<file path="src/rtl/cache_types.sv">
// rtl/cache_types.sv - shared cache type definitions
package cache_types;

  typedef enum logic [1:0] {
    CLA_IDLE,
    CLA_READ,
    CLA_WRITE,
    CLA_RESP
  } cla_state_t;

endpackage

</file>
<file path="src/rtl/cacheline_adapter.sv">
// rtl/cacheline_adapter.sv - cache line to memory burst adapter
module cacheline_adapter
  import cache_types::*;
#(
  parameter int s_line  = 256,
  parameter int s_burst = 64
) (
  input  logic               clk,
  input  logic               rst,
  input  logic [31:0]        address_i,
  input  logic               read_i,
  input  logic               write_i,
  input  logic [s_line-1:0]  line_i,
  output logic [s_line-1:0]  line_o,
  output logic               resp_o,
  output logic [31:0]        address_o,
  output logic               read_o,
  output logic               write_o,
  output logic [s_burst-1:0] burst_o,
  input  logic [s_burst-1:0] burst_i,
  input  logic               resp_i
);

  localparam int num_beats = s_line / s_burst;
  localparam int s_beatidx = $clog2(num_beats);
  localparam int s_offset  = $clog2(s_line) - 3;
  localparam logic [s_beatidx-1:0] last_beat = s_beatidx'(num_beats - 1);
  localparam logic [31:0] line_mask = ~((32'd1 << s_offset) - 32'd1);

  cla_state_t state_q, state_d;
  logic [s_beatidx-1:0]              count_q;
  logic [31:0]                       addr_q;
  logic [num_beats-1:0][s_burst-1:0] buf_q;
  logic                              last_beat_seen;

  assign last_beat_seen = resp_i && (count_q == last_beat);

  always_ff @(posedge clk) begin
    if (rst) state_q <= CLA_IDLE;
    else     state_q <= state_d;
  end

  always_comb begin
    state_d = state_q;
    case (state_q)
      CLA_IDLE: begin
        // read wins when both requests are raised together
        if (read_i)       state_d = CLA_READ;
        else if (write_i) state_d = CLA_WRITE;
      end
      CLA_READ, CLA_WRITE: begin
        if (last_beat_seen) state_d = CLA_RESP;
      end
      CLA_RESP: state_d = CLA_IDLE;
      default:  state_d = CLA_IDLE;
    endcase
  end

  always_ff @(posedge clk) begin
    if (rst) begin
      count_q <= '0;
      addr_q  <= '0;
      buf_q   <= '0;
    end else begin
      case (state_q)
        CLA_IDLE: begin
          if (read_i || write_i) begin
            addr_q  <= address_i & line_mask;
            count_q <= '0;
            if (!read_i) buf_q <= line_i;
          end
        end
        CLA_READ: begin
          if (resp_i) begin
            buf_q[count_q] <= burst_i;
            count_q        <= count_q + 1'b1;
          end
        end
        CLA_WRITE: begin
          if (resp_i) count_q <= count_q + 1'b1;
        end
        default: ;
      endcase
    end
  end

  assign read_o    = (state_q == CLA_READ);
  assign write_o   = (state_q == CLA_WRITE);
  assign resp_o    = (state_q == CLA_RESP);
  assign address_o = addr_q;
  assign line_o    = buf_q;
  assign burst_o   = buf_q[count_q];

endmodule

</file>
<file path="config.mk">
export PLATFORM = sky130hd
export DESIGN_NAME = cacheline_adapter
export DESIGN_NICKNAME = d
export VERILOG_FILES = /design/src/rtl/cache_types.sv /design/src/rtl/cacheline_adapter.sv
export SDC_FILE = /design/constraint.sdc
export NUM_CORES = 1
export LEC_CHECK = 0
export ABC_CLOCK_PERIOD_IN_PS = 3500
export BUFFER_PORTS_ARGS = -buffer_cell sky130_fd_sc_hd__buf_2
export CAP_MARGIN = 20
export CORE_AREA = 2 2 273 275
export DETAILED_ROUTE_END_ITERATION = 10
export DIE_AREA = 0 0 275 277
export GPL_TIMING_DRIVEN = 0
export PLACE_DENSITY_LB_ADDON = 0.1
export SLEW_MARGIN = 20
export SYNTH_ARGS = -nofsm -noshare
export SYNTH_HDL_FRONTEND = slang
export SYNTH_SLANG_ARGS = --single-unit
export TNS_END_PERCENT = 30
</file>
<file path="constraint.sdc">
create_clock -name clk -period 3.5 [get_ports clk]
set_input_delay 0.175 -clock clk [delete_from_list [all_inputs] [get_ports clk]]
set_output_delay 0.175 -clock clk [all_outputs]
set_load 0.01 [all_outputs]
</file>
==> results of run 1 <==
## final cells by class
cell class	count	area [um^2]	area share, %
Multi-Input combinational cell	965	9210	37.3
Sequential cell	287	5750	23.3
Tap cell	969	1210	4.92
Buffer	207	990	4.01
Timing Repair Buffer	862	5130	20.8
Clock inverter	10	108	0.436
Clock buffer	64	1250	5.08
Antenna cell	13	32.5	0.132
Inverter	262	983	3.99
## worst max-delay path: stages, from the launching register on
cell and delay, ns:
dfxtp_1 0.38, clkbuf_2 0.49, inv_1 0.24, ha_1 0.19, a21bo_2 0.14, a21boi_0 0.17
buf_2 0.53, buf_1 0.66, a221oi_1 0.17
## registers in the layout, summed over array words and instances (netlist names)
| register | count |
|---|---|
| line_o | 256 |
| address_o | 27 |
| count_q | 2 |
| state_q | 2 |
## worst max-delay path by stage
stage                     slack, ns  cells past startpoint        from           to
after global placement        -1.21                      8  count_q[1]    line_o[3]
after global routing           0.12                      8  state_q[1]  line_o[127]
after floorplan                1.15                      9  count_q[1]    line_o[0]
after CTS                      0.06                      9  count_q[0]    line_o[0]
after detailed placement      -0.48                      8  count_q[0]  line_o[154]
final                          0.32                      8  count_q[1]   line_o[58]
## metrics by stage
| step | total power [mW] | area, um^2 | TNS (ns) | hold WS, ns |
|---|---|---|---|---|
| final | 27.2 | 24700 | 0 | 0.0265 |
| after global routing | 28.8 | 24700 | 0 | 0.0165 |
| after CTS | 27.5 | 24600 | 0 | 0.0000336 |
| after detailed placement | 22.9 | 21700 | -46.77 | 0.426 |
| after global placement | 22.7 | 21600 | -127.36 | 0.417 |
| after floorplan | 16.1 | 16900 | 0 | 0.311 |
## timing repair
action,4_1_cts,5_1_grt
endpoints found under the setup margin,151,52
endpoints found under the hold margin,161,0
gates resized for setup,2,0
hold buffers,160,0
pin swaps,0,0
## cells in the mapped netlist, drive strengths merged, types with 4 or more instances
master   number
a21bo       131
a21boi        4
a21oi        33
a221oi      256
a2bb2oi      64
buf          84
clkbuf      125
dfxtp       287
ha            9
inv         262
mux4         64
nand2        56
nand2b       66
nor2b        66
o22ai        64
o31ai       130
## metal layers
| metal | share of wire (%) | GRT usage (%) | up-vias |
|---|---|---|---|
| met5 | 0.058 | 0 | - |
| met4 | 2.8 | 8.08 | 10 |
| met3 | 5.9 | 4.28 | 149 |
| li1 | - | - | 8302 |
| met1 | 42 | 30.5 | 9260 |
| met2 | 50 | 42.8 | 709 |
## cell usage in the layout (no fill, tap or decap), drive strengths merged, types with 4 or more instances in the layout
master	n
buf	786
dfxtp	287
inv	264
a221oi	256
clkbuf	187
dlygate4sd3	160
a21bo	131
o31ai	130
nor2b	66
nand2b	66
mux4	64
a2bb2oi	64
o22ai	64
nand2	56
a21oi	33
diode	13
ha	9
clkinv	6
conb	5
a21boi	4
## cell families after synthesis
logic type,synth area share [%]
other cells,0.0222
mux,8.65
fa+ha+maj,0.666
buf+inv,11.7
compound gates,38.5
flops,34.0
simple gates,6.46
## report_power, final
group          switching (mW)  leakage [nW]  internal, mW  total, mW
registers                1.48          2.37          4.75       6.23
clock network            1.71         0.677          2.59       4.30
logic                    9.96          7.38          6.76       16.7
total                    13.1          10.4          14.1       27.2
==> metrics.txt, run 1 <==
DP HPWL 75.0 mm; CTS tree yes; antenna-violating nets left 0; Post-CTS Setup Bufs 0; R2R cell count 8; Leak Pwr 10.4 nW; EDFF count, synth 0; global route overflow 0; worst r2r dst line_o[58]; clk_lat worst skew 0.56 ns; TritonRoute pass-1 iters 5; initial antenna violation count 20; Tightest Hold Check Type primary input to flip-flop; dpl cells 3,393; worst hold start line_i[176]; # DRC 0; layout cell share with drive strength beyond 1 43.8%; final hold violations 0; status finished, final reports clean; Netlist cell types 36; initial DRC count 1,056; RSZ-0062 raised after global routing no; hold path cells 3; Bufs on Longest Clock Path 3; WP data arrival 3.57 ns; Core Util, Final 33.5%; Area Overhead vs Synth 46.0%; register-to-register setup slack 0.32 ns; dpl ws -0.479 ns; die height 277 um; gpl congestion 0.889; cell area after synthesis 16,900 um^2; R2R Path Start count_q[1]; Layout fillers 7,802; Syn. warnings 0; Vias 18.4k; DRT Wirelength 97.8 mm; Clock Skews 0.0149 ns; wire length of the first global-routing pass 136 mm; max-cap violation count 0; CTS Buf Count 40; die area 76,200 um^2; cells after synthesis 1,719; clock-pin slew on the worst setup and hold paths 0.06 ns; Worst EP required 3.89 ns; num rows 100; I/O Buffers 699; maximum VDD drop 0.440 mV; register area share after synthesis 34.0%; core area 73,600 um^2; Setup crit start kind flip-flop; final worst path period share 90.8%; CP Capture Type flip-flop; share of the synthesized area in the top cell type 34.0%; top_reg_cell synth dfxtp_1; CTS root buf clkbuf_16; fin. max-slew vios 0; post-layout min period 3.18 ns; crit path kind flip-flop to flip-flop; Worst Path Max Fanout 19; measured slew at the worst slew-check pin 1.07 ns; Routed wire per std cell 26.9 um; Initial Utilization 23.0%; Yosys reg bits 287; IO Count 712; CTS sink cnt 287; worst hold path endpoint line_o[176]; Slew HR 28.2%; overall routing resource usage 24.6%; Die W 275 um; ys async rst share 0%; power density cells 1100 nW/um^2; Non-Filler Instances 3,639; leading area contributor after synthesis dfxtp_1; CTS H-tree depth 2; vias in the first global route 18.7k; post-DR vias/cell 5.06; largest net degree at the start of global routing 20; Max Fclk 315 MHz; top cells by area, synth dfxtp_1, a221oi_2, mux4_2, a21bo_2, a221oi_1; slack of the critical path 0.321 ns; Synth Area per Inst 9.83 um^2; Final Setup Violations 0; Final nets 2,991
Note: power is estimated with default switching activity, not from simulation.
==> run 2: changes to the inputs <==
--- a/config.mk
+++ b/config.mk
@@ -12,7 +12,7 @@
 export DETAILED_ROUTE_END_ITERATION = 10
 export DIE_AREA = 0 0 275 277
 export GPL_TIMING_DRIVEN = 0
-export PLACE_DENSITY_LB_ADDON = 0.1
+export PLACE_DENSITY_LB_ADDON = 0.12
 export SLEW_MARGIN = 20
 export SYNTH_ARGS = -nofsm -noshare
 export SYNTH_HDL_FRONTEND = slang
==> run 2 against run 1 <==
  * Largest power group unchanged
  * Sequential share of layout area up 0.30 points
  * Worst setup slack got worse by 0.10 ns
  * Fmax is 3.1% lower
  * Routed wire length down 1.2%
==> metrics.txt, run 2 (synthesis gave the netlist of run 1 again) <==
status finished, final reports clean; initial DRC count 1,126; Bufs on Longest Clock Path 3; CTS sink cnt 287; clk_lat worst skew 0.56 ns; CTS Buf Count 40; R2R Path Start count_q[1]; # DRC 0; Worst Path Max Fanout 19; worst hold path endpoint line_o[180]; largest net degree at the start of global routing 20; RSZ-0062 raised after global routing no; Post-CTS Setup Bufs 0; WP data arrival 3.73 ns; post-layout min period 3.28 ns; Slew HR 19.7%; Tightest Hold Check Type primary input to flip-flop; worst r2r dst line_o[5]; Routed wire per std cell 26.8 um; die area 76,200 um^2; final hold violations 0; initial antenna violation count 21; fin. max-slew vios 0; wire length of the first global-routing pass 135 mm; worst hold start line_i[180]; vias in the first global route 18.4k; Largest register FFs 256; hold path cells 3; commonest non-fill, non-tap cell in the layout buf_2; critical path's slowest cell clkbuf_2; Core Util, Final 33.1%; Die W 275 um; dpl cell area 21,700 um^2; most frequent cells in the layout buf_2, dfxtp_1, inv_1; power density cells 1110 nW/um^2; CP delay by family, top buffers and inverters; Area Overhead vs Synth 44.1%; R2R cell count 8; IO Count 712; Leak Pwr 10.3 nW; post-DR vias/cell 5.07; CTS tree yes; overall routing resource usage 24.3%; Clock Skews 0.0163 ns; Vias 18.3k; I/O Buffers 699; CTS H-tree depth 2; maximum VDD drop 0.424 mV; die height 277 um; post-route cell area 24,300 um^2; Initial Utilization 23.0%; final worst path period share 93.7%; Final nets 2,965; critical path's largest stage delay 0.77 ns; core area 73,600 um^2; CP bufs+invs 4; num rows 100; antenna-violating nets left 0; register-to-register setup slack 0.22 ns; max-cap violation count 0; critical path, cell by cell clkbuf_2 > inv_1 > ha_1 > a21bo_2 > a21boi_0 > buf_2 > clkbuf_1 > a221oi_1; DP HPWL 74.4 mm; Max Fclk 305 MHz; Setup crit start kind flip-flop; Final Setup Violations 0; TritonRoute pass-1 iters 5; clock-pin slew on the worst setup and hold paths 0.06 ns; Worst EP required 3.95 ns; CP Capture Type flip-flop; DRT Wirelength 96.6 mm; global route overflow 0; CTS root buf clkbuf_16; layout cell share with drive strength beyond 1 44.1%; gpl congestion 0.860; measured slew at the worst slew-check pin 1.20 ns; crit path kind flip-flop to flip-flop
[run 2: how the worst max path moves through the flow]
stage                          start          end  slack, ns  depth (start not counted)
final                     count_q[1]    line_o[5]       0.22                          8
after CTS                 count_q[0]  line_o[173]       0.01                          9
after global placement    count_q[1]    line_o[8]      -0.98                          8
after global routing      count_q[1]    line_o[8]       0.08                          8
after detailed placement  count_q[0]  line_o[173]      -0.56                          9
after floorplan           count_q[1]    line_o[0]       1.15                          9
[run 2: cell type report]
| class | count | area (um^2) |
|---|---|---|
| flip-flops and latches | 287 | 5750 |
| diodes | 10 | 25.0 |
| repair buffers | 836 | 4870 |
| multi-input cells | 965 | 9210 |
| inverters | 262 | 983 |
| clock inverters | 9 | 97.6 |
| well taps | 969 | 1210 |
| fillers | 7833 | 49200 |
| clock buffers | 62 | 1210 |
| plain buffers | 207 | 988 |
[run 2: where the power goes]
part           internal (mW)  switching [mW]  total, mW
Sequential              4.75            1.44       6.19
Clock                   2.52            1.67       4.19
Combinational           6.76            9.97       16.7
Total                   14.0            13.1       27.1
[run 2: through the flow]
stage	TNS, ns	hold WS, ns	setup slack (ns)	total power [mW]	std cells
floorplan	0	0.311	1.15	16.1	1723
global placement	-116.35	0.418	-0.976	22.7	3391
detailed placement	-58.06	0.421	-0.557	23.0	3394
CTS	0	0.00000255	0.0120	27.4	3597
global route	0	0.0185	0.0780	28.7	3606
finish	0	0.0282	0.219	27.1	3607
[run 2: what timing repair did]
item / 4_1_cts / 5_1_grt
hold endpoints to repair: 134 / 0
resized for setup: 2 / 0
setup endpoints to repair: 148 / 78
hold buffers: 133 / 0
[run 2: routing by layer]
metal  wire [um]  global-route usage [%]  up-vias
met5          95                       0        -
met4        2830                    8.25       14
met3        6410                    4.67      157
met2       47300                    41.4      759
met1       40000                    30.6     9114
li1            -                       -     8239
[run 2: worst min-delay path: cells and delay by family]
| family | cells | cell delay (ns) |
|---|---|---|
| AO/OA/AOI/OAI | 2 | 0.26 |
| buffers and inverters | 1 | 0.10 |
